## config.mk

```make
export PLATFORM = sky130hd
export DESIGN_NAME = gol_gen_sequencer
export DESIGN_NICKNAME = d
export VERILOG_FILES = /design/src/rtl/gol_pkg.sv /design/src/rtl/gol_row_window.sv /design/src/rtl/gol_gen_sequencer.sv
export SDC_FILE = /design/constraint.sdc
export NUM_CORES = 1
export LEC_CHECK = 0
export CORE_MARGIN = 4
export CORE_UTILIZATION = 40
export CTS_CLUSTER_SIZE = 12
export DETAILED_ROUTE_END_ITERATION = 8
export GPL_ROUTABILITY_DRIVEN = 0
export PLACE_DENSITY = 0.83
export SETUP_SLACK_MARGIN = 0.15
export SLEW_MARGIN = 25
export SYNTH_ARGS = -nofsm -noshare
export SYNTH_HDL_FRONTEND = slang
export SYNTH_SLANG_ARGS = --single-unit
```

## constraint.sdc

```tcl
create_clock -name clk -period 5.7 [get_ports clk]
set_input_delay 0.57 -clock clk [delete_from_list [all_inputs] [get_ports clk]]
set_output_delay 0.57 -clock clk [all_outputs]
set_load 0.02 [all_outputs]
```

## src/rtl/gol_pkg.sv

```systemverilog
// gol_pkg: shared state encoding, default geometry and border-mask helper for the generation sequencer.
package gol_pkg;
    localparam int GOL_ROWS      = 32;
    localparam int GOL_WIDTH     = 32;
    localparam int GOL_ADDR_W    = 5;
    localparam int GOL_GEN_W     = 16;
    localparam int GOL_MAX_WIDTH = 1024;

    typedef enum logic [2:0] {IDLE, PRIME, PWAIT, LOAD, WAIT, EVAL, DONE} state_t;

    // Low `width` bits set, except the two edge cells which are held dead.
    function automatic logic [GOL_MAX_WIDTH-1:0] border_mask(input int width);
        logic [GOL_MAX_WIDTH-1:0] m;
        m = {GOL_MAX_WIDTH{1'b1}} >> (GOL_MAX_WIDTH - width);
        m &= ~(GOL_MAX_WIDTH'(1) << (width - 1));
        m &= ~GOL_MAX_WIDTH'(1);
        return m;
    endfunction
endpackage

```

## src/rtl/gol_row_window.sv

```systemverilog
// gol_row_window: three-row sliding window (up/cur/dn) over the board.
module gol_row_window #(
    parameter int WIDTH = 32
) (
    input  logic             clk,
    input  logic             rst,
    input  logic             clr_up_i,
    input  logic             load_cur_i,
    input  logic             load_dn_i,
    input  logic             dn_zero_i,
    input  logic             shift_i,
    input  logic [WIDTH-1:0] data_i,
    output logic [WIDTH-1:0] up_o,
    output logic [WIDTH-1:0] cur_o,
    output logic [WIDTH-1:0] dn_o
);
    logic [WIDTH-1:0] up_q, up_d, cur_q, cur_d, dn_q, dn_d;

    always_comb begin
        up_d  = clr_up_i ? '0 : shift_i ? cur_q : up_q;
        cur_d = load_cur_i ? data_i : shift_i ? dn_q : cur_q;
        dn_d  = load_dn_i ? (dn_zero_i ? '0 : data_i) : dn_q;
    end

    always_ff @(posedge clk or posedge rst) begin
        if (rst) begin
            up_q  <= '0;
            cur_q <= '0;
            dn_q  <= '0;
        end else begin
            up_q  <= up_d;
            cur_q <= cur_d;
            dn_q  <= dn_d;
        end
    end

    assign up_o  = up_q;
    assign cur_o = cur_q;
    assign dn_o  = dn_q;
endmodule

```

## src/rtl/gol_gen_sequencer.sv

```systemverilog
// gol_gen_sequencer: walks the board row by row, feeds the window to the external datapath
// and writes each masked next-state row back in place; counts completed generations.
module gol_gen_sequencer
    import gol_pkg::*;
#(
    parameter int ROWS   = GOL_ROWS,
    parameter int WIDTH  = GOL_WIDTH,
    parameter int ADDR_W = GOL_ADDR_W,
    parameter int GEN_W  = GOL_GEN_W
) (
    input  logic              clk,
    input  logic              rst,
    input  logic              start,
    input  logic              run_cont,
    output logic              busy,
    output logic              done,
    output logic [GEN_W-1:0]  gen_count,
    output logic              rd_en,
    output logic [ADDR_W-1:0] rd_addr,
    input  logic [WIDTH-1:0]  rd_data,
    output logic              wr_en,
    output logic [ADDR_W-1:0] wr_addr,
    output logic [WIDTH-1:0]  wr_data,
    output logic [WIDTH-1:0]  win_up,
    output logic [WIDTH-1:0]  win_cur,
    output logic [WIDTH-1:0]  win_dn,
    input  logic [WIDTH-1:0]  next_row
);
    localparam logic [WIDTH-1:0]  MASK = WIDTH'(border_mask(WIDTH));
    localparam logic [ADDR_W-1:0] LAST = ADDR_W'(ROWS - 1);

    state_t            state_q, state_d;
    logic [ADDR_W-1:0] r_q, r_d;
    logic [GEN_W-1:0]  gen_q, gen_d;
    logic              last, clr_up, load_cur, load_dn, dn_zero, shift;

    assign last = r_q == LAST;

    gol_row_window #(.WIDTH(WIDTH)) u_win (
        .clk       (clk),
        .rst       (rst),
        .clr_up_i  (clr_up),
        .load_cur_i(load_cur),
        .load_dn_i (load_dn),
        .dn_zero_i (dn_zero),
        .shift_i   (shift),
        .data_i    (rd_data),
        .up_o      (win_up),
        .cur_o     (win_cur),
        .dn_o      (win_dn)
    );

    always_ff @(posedge clk or posedge rst) begin
        if (rst) begin
            state_q <= IDLE;
            r_q     <= '0;
            gen_q   <= '0;
        end else begin
            state_q <= state_d;
            r_q     <= r_d;
            gen_q   <= gen_d;
        end
    end

    always_comb begin
        state_d  = state_q;
        r_d      = r_q;
        gen_d    = gen_q;
        clr_up   = 1'b0;
        load_cur = 1'b0;
        load_dn  = 1'b0;
        dn_zero  = 1'b0;
        shift    = 1'b0;
        rd_en    = 1'b0;
        rd_addr  = '0;
        wr_en    = 1'b0;
        wr_addr  = '0;
        wr_data  = '0;
        done     = 1'b0;
        unique case (state_q)
            IDLE: if (start) begin
                state_d = PRIME;
                r_d     = '0;
                clr_up  = 1'b1;
            end
            PRIME: begin
                rd_en   = 1'b1;
                state_d = PWAIT;
            end
            PWAIT: begin
                load_cur = 1'b1;
                state_d  = LOAD;
            end
            // The bottom row has no successor, so no read and dn becomes zero in WAIT.
            LOAD: begin
                rd_en   = !last;
                rd_addr = last ? '0 : r_q + ADDR_W'(1);
                state_d = WAIT;
            end
            WAIT: begin
                load_dn = 1'b1;
                dn_zero = last;
                state_d = EVAL;
            end
            EVAL: begin
                wr_en   = 1'b1;
                wr_addr = r_q;
                wr_data = next_row & MASK;
                shift   = 1'b1;
                state_d = last ? DONE : LOAD;
                r_d     = last ? r_q : r_q + ADDR_W'(1);
            end
            DONE: begin
                done    = 1'b1;
                gen_d   = gen_q + GEN_W'(1);
                state_d = run_cont ? PRIME : IDLE;
                r_d     = '0;
                clr_up  = run_cont;
            end
            default: state_d = IDLE;
        endcase
    end

    assign busy      = state_q != IDLE;
    assign gen_count = gen_q;
endmodule

```

==> flow_summary.json, run 1 <==
{
  "outcome": "completed",
  "ctsHoldBuffers": 0,
  "clk_pin_slew_ps": 50,
  "synth_edf_count": 0,
  "clock_skew_ps": 6.72,
  "ys_top_cells_by_area": "dfrtp_1 56%, nand2_1 10%, nor2_1 5.6%",
  "ios": 226,
  "ant_nets": 0,
  "rsz0062_at_grt": "no",
  "fp.coreArea_sq_um": 12800,
  "ctsResizeCount": 0,
  "drt_iter0_drc": 279,
  "yosys_register_bits": 120,
  "pwr-share-clk": 0.233,
  "final_common_cell": "clkdlybuf4s50_1",
  "yosysSeqAreaShare": 0.564,
  "drive_gt1_frac": 0.0593,
  "die_h_um": 123,
  "clock.fmax_mhz": 295,
  "synth.avg_cell_area_sq_um": 9.02,
  "nNetsFinal": 868,
  "leakage_nw": 3.58,
  "overflow": 0,
  "period_minus_slack_ps": 3390,
  "antenna_found_initial": 0,
  "netlist_area_sq_um": 5320,
  "hold_viol": 0,
  "ir_drop_uv": 361,
  "post_cts_buffers": 0,
  "clkLatencyLatePin_ps": 410,
  "arrival_ps": 2820,
  "wl_per_cell_um": 16.2,
  "worstHoldPathType": "reg -> reg",
  "slew_viol_final": 0,
  "endpoint_kind": "output port",
  "setup_viol": 0,
  "initial_core_util": 0.415,
  "finalSetupTns_ps": 0,
  "track_usage": 0.213,
  "grt_start_max_net_pins": 79,
  "grt_pass1_wl_um": 24800,
  "startpoint_type": "register",
  "power_frac_comb": 0.446,
  "net-switching-power_mw": 1.83,
  "worstSetupPathType": "reg -> out",
  "synth_top_area_cell": "dfrtp_1",
  "io_buffer_count": 221,
  "htreeDepth": 4,
  "power.total_mw": 4.67,
  "max_slew_margin": 0.411,
  "cts_made_buffers": 17,
  "fin_crit_sh": 0.596,
  "swShare": 0.391,
  "vias": 4873,
  "worstPathRequired_ps": 5130,
  "synth_ff_type": "dfrtp_1",
  "tightest_slew_ps": 881,
  "cts_root_buffer": "clkbuf_16",
  "cts_tree": "done",
  "final_cell_mix": "221 x clkdlybuf4s50_1, 143 x nand2_1, 120 x dfrtp_1",
  "first_global_vias": 4786,
  "place_hpwl_um": 10600,
  "synthArstFlopShare": 1.00,
  "synth_top_area_share": 0.564,
  "critPathMaxFanout": 44,
  "antennaDiodeCount": 0,
  "wl_um": 15900,
  "p_per_area_nw_per_um2": 567,
  "dr.pass1.iters": 4,
  "ys_warn_count": 0,
  "drcViolationCount": 0,
  "max_cap_viol_count": 0,
  "power_frac_seq": 0.321,
  "die_w_um": 123,
  "vias_per_cell": 4.96,
  "synth_cells": 590,
  "yosysUniqueCellTypes": 42,
  "p_int_mw": 2.84,
  "clock_path_buffers": 2,
  "dieArea_sq_um": 15200,
  "cts_sinks": 120,
  "syn2layout_area_growth_pct": 54.6,
  "rows": 41
}
==> power by group through the flow <==
| stage | clock network [mW] | registers [mW] | logic [mW] |
|---|---|---|---|
| floorplan | 0 | 1.86 | 0.728 |
| global placement | 0 | 1.50 | 2.07 |
| detailed placement | 0 | 1.51 | 2.09 |
| CTS | 1.10 | 1.50 | 2.11 |
| global route | 1.15 | 1.56 | 2.25 |
| finish | 1.09 | 1.50 | 2.08 |
==> worst paths after layout <==
kind	start	end	slack, ps	cells after the start
worst max-delay path	state_q[0]$_DFFE_PP0P_	wr_data[26]	2310	5
worst min-delay path	gen_count[15]$_DFFE_PP0N_	gen_count[15]$_DFFE_PP0N_	470	1
worst max register to register	state_q[1]$_DFFE_PP0P_	u_win.cur_o[25]$_DFFE_PP0P_	3100	5
worst min register to register	gen_count[15]$_DFFE_PP0N_	gen_count[15]$_DFFE_PP0N_	470	1
max in group asynchronous	rst	u_win.up_o[27]$_DFFE_PP0P_	3980	3
min in group asynchronous	rst	u_win.up_o[10]$_DFFE_PP0P_	660	2
==> per-layer routing <==
layer / global-route usage / share of wire
met4: 0.0796 / 0.019
met3: 0.0750 / 0.089
met5: 0 / 0
met2: 0.357 / 0.49
met1: 0.251 / 0.40
==> worst max-delay path: stages (launching register included) <==
cell and delay (ps):
dfrtp_1 670, nand3b_4 120, inv_2 390, buf_4 430, and2_1 180, clkdlybuf4s50_1 600
==> Yosys cell counts (2+ instances only) <==
cell type	count
xnor2_1	10
nand2_1	143
nand4_1	5
and3_1	3
xor2_1	7
clkbuf_1	18
buf_4	7
o22ai_1	32
a31oi_1	2
mux2i_1	2
o21ai_0	34
dfrtp_1	120
nand3_1	6
nor2_1	80
and2_1	33
a21oi_1	37
buf_2	15
ha_1	3
inv_1	8
nor3_1	3
==> through the flow <==
step,cells,setup WS (ps),util,hold slack (ps),instance area [sq um]
after detailed placement,950,2720,0.594,471,7620
after global placement,950,2750,0.594,466,7620
after CTS,982,2270,0.641,478,8220
final,982,2310,0.641,471,8230
after floorplan,591,1940,-,498,5330
after global routing,982,2130,0.641,508,8230
==> registers in the layout (all words and copies together) (netlist names) <==
signal       cells
state_q          3
u_win.cur_o     32
u_win.up_o      32
u_win.dn_o      32
gen_count       16
r_q              5
==> layout make-up <==
class,count,area (sq um)
inverter,9,38.8
timing repair buffer,227,2260
multi-input combinational,422,2110
tap,172,215
sequential,120,3000
fill,1017,4600
clock inverter,12,150
clock buffer,20,457
==> kinds of logic after synthesis <==
kind of cell,count (synthesis),synth area share
simple gates,285,0.233
flops,120,0.564
compound gates,112,0.118
buf+inv,49,0.0430
xor+xnor,17,0.0280
fa+ha+maj,3,0.00705
mux,3,0.00588
other cells,1,0.000705
(Power assumes the default switching activity.)
==> inputs of run 2 (changes only) <==
==> constraint.sdc (replaced) <==
create_clock -name clk -period 3.4 [get_ports clk]
set_input_delay 0.34 -clock clk [delete_from_list [all_inputs] [get_ports clk]]
set_output_delay 0.34 -clock clk [all_outputs]
set_load 0.02 [all_outputs]
==> run 2 against run 1 <==
  * Worst hold slack worse by 13 ps
  * Utilization is 0.068 points higher
  * Cell area is 0.11% higher
  * Sequential share of layout area hardly changed
  * Final cell count is 0.10% lower
  * Clock skew is 0.88 ps higher
  * Routed wire length is 1.1% higher
  * First-iteration DRC count is 6.1% higher
  * Sequential power is 69% higher
  * Critical path type unchanged
==> flow_summary.json, run 2 (synthesis gave the netlist of run 1 again) <==
{
  "outcome": "completed",
  "dr.pass1.iters": 4,
  "htreeDepth": 4,
  "drive_gt1_frac": 0.0593,
  "cts_sinks": 120,
  "path_cells": "ha_1 -> and3_1 -> ha_1 -> or3_1 -> nor2_1 -> clkdlybuf4s50_1",
  "tightest_slew_ps": 908,
  "dpl_cell_area_sq_um": 7640,
  "period_minus_slack_ps": 3090,
  "wl_um": 16100,
  "crit_start": "r_q[0]$_DFFE_PP0P_",
  "multi_input_area_sq_um": 2110,
  "cts_tree": "done",
  "track_usage": 0.211,
  "r2r_slack_ps": 760,
  "syn2layout_area_growth_pct": 54.8,
  "vias_per_cell": 4.98,
  "fin_util": 0.642,
  "rr_worst_depth": 5,
  "ir_drop_uv": 526,
  "crit_buf_inv": 1,
  "ant_nets": 0,
  "place_inst": 951,
  "clkLatencyLatePin_ps": 410,
  "drcViolationCount": 0,
  "stdcell_area_sq_um": 8240,
  "dieArea_sq_um": 15200,
  "place_hpwl_um": 10700,
  "seq_area_sq_um": 3000,
  "drt_iter0_drc": 296,
  "vias": 4882,
  "io_buffer_count": 221,
  "hold_viol": 0,
  "antennaDiodeCount": 0,
  "ios": 226,
  "startpoint_type": "register",
  "worstSetupPathType": "reg -> out",
  "cts_made_buffers": 17,
  "cp_num_cells": 6,
  "clock_path_buffers": 2,
  "r2r-start": "state_q[1]$_DFFE_PP0P_",
  "fin_cells": 981,
  "clock.fmax_mhz": 324,
  "antenna_found_initial": 0,
  "grt_start_max_net_pins": 121,
  "endpoint_kind": "output port",
  "max_cap_viol_count": 0,
  "final_cell_mix": "218 x clkdlybuf4s50_1, 143 x nand2_1, 120 x dfrtp_1",
  "initial_core_util": 0.415,
  "fin_crit_sh": 0.907,
  "cts_root_buffer": "clkbuf_16",
  "critPathCapture": "rd_addr[0]",
  "arrival_ps": 2750,
  "slew_viol_final": 0,
  "finalSetupTns_ps": 0,
  "grt_pass1_wl_um": 24700,
  "die_h_um": 123,
  "fp.coreArea_sq_um": 12800,
  "wl_per_cell_um": 16.4,
  "critPathMaxFanout": 8,
  "max_slew_margin": 0.393,
  "clk_pin_slew_ps": 50,
  "fillCellCount": 1069,
  "cp_common_cell": "ha_1",
  "final_common_cell": "clkdlybuf4s50_1",
  "ctsHoldBuffers": 0,
  "overflow": 0,
  "rows": 41,
  "clock_skew_ps": 7.60,
  "p_per_area_nw_per_um2": 946,
  "critPathSlowestCell": "clkdlybuf4s50_1",
  "cp_top_family": "simple AND/OR/NAND/NOR gates",
  "worstPathRequired_ps": 3060,
  "leakage_nw": 3.64,
  "slowest_delay_ps": 600,
  "first_global_vias": 4816,
  "r2r_end": "u_win.cur_o[2]$_DFFE_PP0P_",
  "worstHoldPathType": "in -> async",
  "die_w_um": 123,
  "rsz0062_at_grt": "no",
  "nNetsFinal": 869,
  "setup_viol": 0
}
-- run 2: cell types whose count changed in the layout (fill, tap and decap cells not counted), sizes merged --
cell / change
clkbuf: +2
clkinv: -2
dlymetal6s2s: +3
buf: +1
inv: -1
bufinv: -1
clkdlybuf4s50: -3
-- run 2: layout make-up --
type	count	share of cell area
Inverter	9	0.00456
Clock inverter	8	0.0115
Clock buffer	22	0.0600
Multi-Input combinational cell	422	0.256
Timing Repair Buffer	228	0.277
Sequential cell	120	0.365
Tap cell	172	0.0261
-- run 2: metrics by stage --
stage | hold WS [ps] | worst slack, ps | power (mW)
after floorplan | 476 | 1260 | 4.33
after global placement | 459 | 754 | 5.97
after detailed placement | 475 | 715 | 6.06
after CTS | 481 | 269 | 7.87
after global routing | 500 | 153 | 8.26
final | 459 | 315 | 7.79
-- run 2: how the worst min path moves through the flow --
| stage | cells after the start | endpoint | start | slack, ps |
|---|---|---|---|---|
| after CTS | 1 | gen_count[15]$_DFFE_PP0N_ | gen_count[15]$_DFFE_PP0N_ | 480 |
| final | 3 | u_win.dn_o[8]$_DFFE_PP0N_ | rst | 460 |
| after global routing | 3 | u_win.dn_o[28]$_DFFE_PP0N_ | rd_data[28] | 500 |
| after floorplan | 2 | u_win.dn_o[0]$_DFFE_PP0N_ | rd_data[0] | 480 |
| after detailed placement | 1 | gen_count[15]$_DFFE_PP0N_ | gen_count[15]$_DFFE_PP0N_ | 470 |
| after global placement | 1 | gen_count[15]$_DFFE_PP0N_ | gen_count[15]$_DFFE_PP0N_ | 460 |
-- run 2: worst min-delay path, delay by kind of cell --
family | cells | cell delay (ps)
buffers and inverters | 3 | 990
-- run 2: what timing repair did --
item,in CTS,in global routing
resized for setup,0,3
buffers inserted,0,0
endpoints found under the setup margin,0,3
-- run 2: layer usage --
layer  GRT usage  part of all wire  vias to the layer above  wire [um]
met5           0                 0                        -          0
met4      0.0900             0.022                        0        354
met3      0.0746             0.091                       30       1470
met2       0.360              0.50                      185       8010
li1            -                 -                     2360          -
met1       0.241              0.39                     2307       6250
-- run 2: report_power, final --
| part | leakage, nW | internal, mW | switching [mW] | total (mW) |
|---|---|---|---|---|
| clock | 0.290 | 1.16 | 0.603 | 1.76 |
| combinational | 1.85 | 1.56 | 1.94 | 3.50 |
| sequential | 1.50 | 2.03 | 0.496 | 2.53 |
| total | 3.64 | 4.75 | 3.04 | 7.79 |
